### src/rtl/guess_pkg.sv
// Shared types and helpers for the guess scorer: FSM states, default sizes,
// and the count-to-thermometer helper used for the LED result view.
package guess_pkg;

    localparam int unsigned DEF_DIGITS = 3;
    localparam int unsigned DEF_DW     = 4;
    localparam int unsigned MAX_DIGITS = 16;

    typedef enum logic [1:0] {
        IDLE,
        EXACT,
        CROSS,
        FINISH
    } state_t;

    // Callers size-cast the result down to their own digit count.
    function automatic logic [MAX_DIGITS-1:0] therm(input int unsigned count);
        logic [MAX_DIGITS-1:0] t;
        t = '0;
        for (int unsigned b = 0; b < MAX_DIGITS; b++) begin
            t[b] = (b < count);
        end
        return t;
    endfunction

endpackage

### src/rtl/guess_pair_scan.sv
// (i, j) index walker for the cross-match phase: j runs fastest, i outer;
// last_pair flags the final (DIGITS-1, DIGITS-1) pair.
module guess_pair_scan
    import guess_pkg::*;
#(
    parameter int unsigned DIGITS = DEF_DIGITS,
    parameter int unsigned IW     = (DIGITS > 1) ? $clog2(DIGITS) : 1
) (
    input  logic          clk,
    input  logic          rst,
    input  logic          clear,
    input  logic          step,
    output logic [IW-1:0] i,
    output logic [IW-1:0] j,
    output logic          last_pair
);

    logic i_last;
    logic j_last;

    always_comb begin
        i_last    = (i == IW'(DIGITS - 1));
        j_last    = (j == IW'(DIGITS - 1));
        last_pair = i_last && j_last;
    end

    always_ff @(posedge clk) begin
        if (rst || clear) begin
            i <= '0;
            j <= '0;
        end else if (step) begin
            if (j_last) begin
                j <= '0;
                i <= i_last ? '0 : i + 1'b1;
            end else begin
                j <= j + 1'b1;
            end
        end
    end

endmodule

### config.mk
export PLATFORM = sky130hd
export DESIGN_NAME = guess_pair_scan
export DESIGN_NICKNAME = d
export VERILOG_FILES = /design/src/rtl/guess_pkg.sv /design/src/rtl/guess_pair_scan.sv
export SDC_FILE = /design/constraint.sdc
export NUM_CORES = 1
export LEC_CHECK = 0
export ABC_AREA = 1
export BUFFER_PORTS_ARGS = -buffer_cell sky130_fd_sc_hd__buf_2
export CAP_MARGIN = 20
export CORE_AREA = 2 2 39 41
export CTS_CLUSTER_SIZE = 20
export DETAILED_ROUTE_END_ITERATION = 12
export DIE_AREA = 0 0 41 43
export SETUP_SLACK_MARGIN = 0.2
export SYNTH_ARGS = -nofsm -noshare
export SYNTH_HDL_FRONTEND = slang
export SYNTH_SLANG_ARGS = --single-unit
export TNS_END_PERCENT = 30
### constraint.sdc
create_clock -name clk -period 0.8 [get_ports clk]
set_input_delay 0.08 -clock clk [delete_from_list [all_inputs] [get_ports clk]]
set_output_delay 0.08 -clock clk [all_outputs]
set_load 0.01 [all_outputs]
==> results of run 1 <==
[state kept, by name (all words and copies together), names as in the netlist]
register  flops
j             2
i             2
[cells in the mapped netlist]
library cell,n,area share
nand3_1,2,0.049
dfxtp_1,4,0.39
nor2_1,5,0.092
nor3_1,1,0.025
inv_1,9,0.17
nand3_2,1,0.049
nand2_1,8,0.15
nand4_1,1,0.031
a21oi_1,2,0.049
[worst reg2reg max path, delay by kind of cell, from the launching register on]
family / cells / cell delay (ps)
buffers and inverters: 2 / 170
flip-flops: 1 / 340
AND/OR/NAND/NOR: 4 / 270
[repair_timing]
action | CTS | global route
endpoints found under the setup margin | 9 | 9
hold endpoints to repair | 0 | 0
buffers inserted | 4 | 0
gates resized for setup | 8 | 3
[metal layers]
metal  routed length [um]  global-route usage  vias to the layer above
li1                     -                   -                      132
met1                  205              0.0705                      101
met2                  240              0.0781                        7
met3                   42              0.0628                        0
met4                    0              0.0800                        0
met5                    0                   0                        -
[where the power goes]
part           switching, uW  leakage [uW]  internal [uW]
sequential              3.19     0.0000352            196
clock                   84.5     0.0000150            187
combinational           24.0      0.000132           25.0
[cells in the final DEF (no fill, tap or decap), drive strengths merged]
cell and n:
dfxtp 4, nor3 1, inv 9, a21oi 2, nor2 5, clkbuf 4, nand3 3, nand2 8
buf 12, nand4 1
[layout make-up]
type | count | area, um^2 | area share
Clock buffer | 4 | 26.3 | 0.0693
Inverter | 9 | 36.3 | 0.0957
Multi-Input combinational cell | 20 | 101 | 0.267
Sequential cell | 4 | 92.6 | 0.244
Tap cell | 16 | 20.0 | 0.0528
Timing Repair Buffer | 12 | 103 | 0.271
[metrics by stage]
step | TNS (ps) | setup WS [ps] | hold WS [ps]
3_3_place_gp | 0 | 52.5 | 393
6_report | -492 | -144 | 149
2_1_floorplan | 0 | 83.1 | 230
4_1_cts | -591 | -156 | 138
3_5_place_dp | 0 | 42.9 | 390
5_1_grt | -914 | -229 | 162
[final timing paths]
check                     from                end  slack (ps)  cells past startpoint
max          j[0]$_SDFFE_PP0P_          last_pair        -140                      2
min                       step  j[0]$_SDFFE_PP0P_         150                      3
max reg2reg  j[0]$_SDFFE_PP0P_  i[0]$_SDFFE_PP0P_         -50                      6
min reg2reg  j[1]$_SDFFE_PP0P_  j[1]$_SDFFE_PP0P_         510                      2
[logic make-up (layout without fill, tap and decap cells)]
| logic type | Yosys count | count (layout) | share of synthesized area |
|---|---|---|---|
| flip-flops | 4 | 4 | 0.393 |
| buffers and inverters | 9 | 25 | 0.166 |
| AO/OA/AOI/OAI | 2 | 2 | 0.0491 |
| AND/OR/NAND/NOR | 18 | 18 | 0.393 |
==> flow_metrics.py, run 1 <==
metrics = {
    "outcome": {
        "status": "finished, violations left",
        "violations": "setup timing",
    },
    "setup_path": {
        "crit_path_top_delay_cell": "dfxtp_4",
        "cpPeakStageDelay_ps": 340,
        "required_ps": 720,
        "worst-path-buf-inv": 1,
        "path_class": "reg -> out",
        "endpoint_kind": "output pin",
        "critPathTopFamily": "flip-flops",
        "crit_fanout": 3,
        "arrival_ps": 860,
        "start_kind": "flop",
        "crit_chain": "nor3_2 > buf_2",
    },
    "layout": {
        "final_cells": 65,
        "drive_gt1_frac": 0.490,
        "diodes": 0,
        "fillers": 144,
        "layout.nets": 54,
        "final_area_um2": 379,
        "syn_to_final_growth_pct": 85.9,
        "final_util": 0.274,
    },
    "placement": {
        "dp_cells": 57,
        "placed_area_um2": 277,
        "portBuffers": 8,
        "hpwl_um": 338,
        "place_congestion": 0.594,
    },
    "yosys": {
        "yosysWarnings": 0,
        "synth_cells": 33,
        "yosysSeqAreaShare": 0.393,
        "synthesis.area_um2": 204,
        "yosys.cell_types.count": 9,
        "postSynthAreaPerCell_um2": 6.18,
        "synth_nets": 37,
        "ys_seq_elements": 4,
    },
    "die": {
        "start_util": 0.147,
        "core_area_um2": 1380,
        "ioPinCount": 9,
        "die_h_um": 43,
        "rows": 14,
        "dieArea_um2": 1760,
        "die_x_um": 41,
    },
    "sta": {
        "grt_setup_unrepaired": "yes",
        "worst_slew_pin_slew_ps": 171,
        "finalHoldViolations": 0,
        "finalCritPeriodShare": 1.18,
        "slew_headroom": 0.886,
        "setup_viol": 7,
        "maxSlewViolCount": 0,
        "setup_slack_ps": -144,
        "clock_skew_ps": 4.73,
        "clock.fmax_ghz": 1.06,
        "final.min_clock_period_ps": 944,
    },
    "routing": {
        "post-route-drc-count": 0,
        "drt_first_pass_iters": 3,
        "wire_per_inst_um": 7.51,
        "vias_per_cell": 3.69,
        "drtIter0Drc": 3,
        "dr_total_vias": 240,
        "finalWirelength_um": 488,
        "drtAntennaViolNets": 0,
    },
    "clock_network": {
        "cts.reportedPaths.clkPinSlew_ps": 40,
        "cts_tree": "done",
        "cts_buffers": 3,
        "clock-sinks": 4,
        "cts_root_buffer": "clkbuf_4",
        "cts_htree_levels": 1,
        "clk_path_buf_depth": 2,
        "postCtsHoldBufs": 0,
        "clock_latency_ps": 230,
    },
    "global_route": {
        "grt_max_degree": 6,
        "grt_first_pass_wirelength_um": 724,
        "antenna_found_initial": 0,
        "grt.overflow.total": 0,
        "grt_use_total": 0.0712,
        "grt_pass1_vias": 197,
    },
    "pwr": {
        "p_total_uw": 520,
        "power_per_cell_area_nw_per_um2": 1370,
        "p_leak_uw": 0.000183,
        "vdd_ir_drop_max_uv": 400,
    },
    "job": {
        "cap_viol_max_count": 0,
    },
    "hold_path": {
        "hold_path.class": "in -> reg",
    },
}
(Power assumes the default switching activity.)
==> inputs of run 2 (changes only) <==
--- a/config.mk
+++ b/config.mk
@@ -12,6 +12,7 @@
 export CTS_CLUSTER_SIZE = 20
 export DETAILED_ROUTE_END_ITERATION = 12
 export DIE_AREA = 0 0 41 43
+export REMOVE_ABC_BUFFERS = 1
 export SETUP_SLACK_MARGIN = 0.2
 export SYNTH_ARGS = -nofsm -noshare
 export SYNTH_HDL_FRONTEND = slang
==> run 2 against run 1 <==
Compared with the run above:
- the flow still finishes with violations (setup timing)
- register-to-register slack better by 60 ps
- fmax down 2.9%
- non-clock buffer count is the same
- power decreased by 5.1%
- critical path depth increased by 1
- clock skew shrank 2.8 ps
- clock power shrank 11%
- hold slack improved by 27 ps
- first-iteration DRC count fell by 67%
- sequential share of layout area decreased by 0.22 points
- combinational power is 6.5% lower
- critical path type unchanged
- critical endpoint unchanged
- largest cell class is now multi-input gates
==> flow_metrics.py, run 2 (synthesis gave the netlist of run 1 again) <==
metrics = {
    "layout": {
        "layout.nets": 54,
        "final_common_cell": "inv_1",
        "drive_gt1_frac": 0.417,
        "syn_to_final_growth_pct": 72.4,
        "reg_top3": "i: 2 flops, j: 2 flops",
        "diodes": 0,
        "final_cell_mix": "9 x inv_1, 8 x nand2_1, 5 x nor2_1, 5 x buf_2",
    },
    "die": {
        "start_util": 0.147,
        "die_x_um": 41,
        "dieArea_um2": 1760,
        "rows": 14,
        "ioPinCount": 9,
        "core_area_um2": 1380,
        "die_h_um": 43,
    },
    "setup_path": {
        "arrival_ps": 890,
        "start_kind": "flop",
        "endpoint_kind": "output pin",
        "crit_fanout": 4,
        "path_class": "reg -> out",
        "ff2ff_path_depth": 4,
        "required_ps": 720,
    },
    "routing": {
        "post-route-drc-count": 0,
        "dr_total_vias": 234,
        "vias_per_cell": 3.66,
        "drtAntennaViolNets": 0,
        "drt_first_pass_iters": 2,
        "finalWirelength_um": 457,
        "wire_per_inst_um": 7.14,
        "drtIter0Drc": 1,
    },
    "clock_network": {
        "cts_root_buffer": "clkbuf_4",
        "clock-sinks": 4,
        "cts_htree_levels": 1,
        "cts_tree": "done",
        "clk_path_buf_depth": 2,
        "cts.reportedPaths.clkPinSlew_ps": 40,
        "postCtsHoldBufs": 0,
        "clock_latency_ps": 230,
        "cts_buffers": 3,
    },
    "hold_path": {
        "holdPathStages": 3,
        "hold_path.class": "in -> reg",
    },
    "sta": {
        "finalHoldViolations": 0,
        "setup_slack_ps": -172,
        "grt_setup_unrepaired": "yes",
        "worst_slew_pin_slew_ps": 152,
        "setup_viol": 4,
        "setup_tns_ps": -370,
        "slew_headroom": 0.899,
        "maxSlewViolCount": 0,
        "fin_hold_ws_ps": 176,
        "clock_skew_ps": 1.92,
        "finalCritPeriodShare": 1.22,
        "final.min_clock_period_ps": 972,
        "clock.fmax_ghz": 1.03,
    },
    "outcome": {
        "violations": "setup timing",
        "status": "finished, violations left",
    },
    "placement": {
        "portBuffers": 8,
        "place_congestion": 0.624,
        "hpwl_um": 351,
        "dpl_worst_slack_ps": -9.95,
    },
    "global_route": {
        "antenna_found_initial": 0,
        "grt_max_degree": 6,
        "grt_pass1_vias": 195,
        "grt_first_pass_wirelength_um": 703,
        "grt_use_total": 0.0645,
        "grt.overflow.total": 0,
    },
    "pwr": {
        "power_per_cell_area_nw_per_um2": 1400,
        "p_leak_uw": 0.000174,
        "vdd_ir_drop_max_uv": 378,
    },
    "job": {
        "cap_viol_max_count": 0,
    },
}
-- run 2: path summary, 6_finish.rpt --
check | to | startpoint | slack (ps)
setup / recovery | last_pair | i[1]$_SDFFE_PP0P_ | -170
hold / removal | j[0]$_SDFFE_PP0P_ | step | 180
setup reg to reg | i[0]$_SDFFE_PP0P_ | j[1]$_SDFFE_PP0P_ | 10
hold reg to reg | i[0]$_SDFFE_PP0P_ | i[0]$_SDFFE_PP0P_ | 530
-- run 2: critical path: stages, from the launching register on --
cell     delay [ps]
dfxtp_2         340
nand2_1          50
nor3_1          120
buf_2           150
-- run 2: final cells by class --
class | instances | area (um^2)
flip-flops and latches | 4 | 85.1
fillers | 163 | 1030
multi-input cells | 20 | 97.6
well taps | 16 | 20.0
clock buffers | 3 | 22.5
inverters | 9 | 33.8
repair buffers | 12 | 92.6
-- run 2: what timing repair did --
action	4_1_cts	5_1_grt
setup endpoints to repair	9	9
resized for setup	9	0
buffers inserted	1	0
pin swaps	3	1
-- run 2: metrics by stage --
| step | instance area [um^2] | total power, uW | cells | util |
|---|---|---|---|---|
| detailed placement | 287 | 247 | 60 | 0.207 |
| global route | 352 | 515 | 64 | 0.254 |
| finish | 352 | 494 | 64 | 0.254 |
| CTS | 352 | 503 | 64 | 0.254 |
| floorplan | 204 | 226 | 33 | - |
| global placement | 287 | 246 | 60 | 0.207 |
-- run 2: power breakdown --
part	leakage (uW)	internal [uW]	total [uW]	switching, uW
Sequential	0.0000343	204	207	2.68
Clock	0.0000138	167	241	73.4
Combinational	0.000126	22.4	45.9	23.5
-- run 2: layer usage --
| layer | vias up | track usage | wire length, um |
|---|---|---|---|
| met5 | - | 0 | 0 |
| met1 | 99 | 0.0714 | 210 |
| li1 | 128 | - | - |
| met3 | 0 | 0.0314 | 34 |
| met2 | 7 | 0.0844 | 211 |
| met4 | 0 | 0.0600 | 0 |
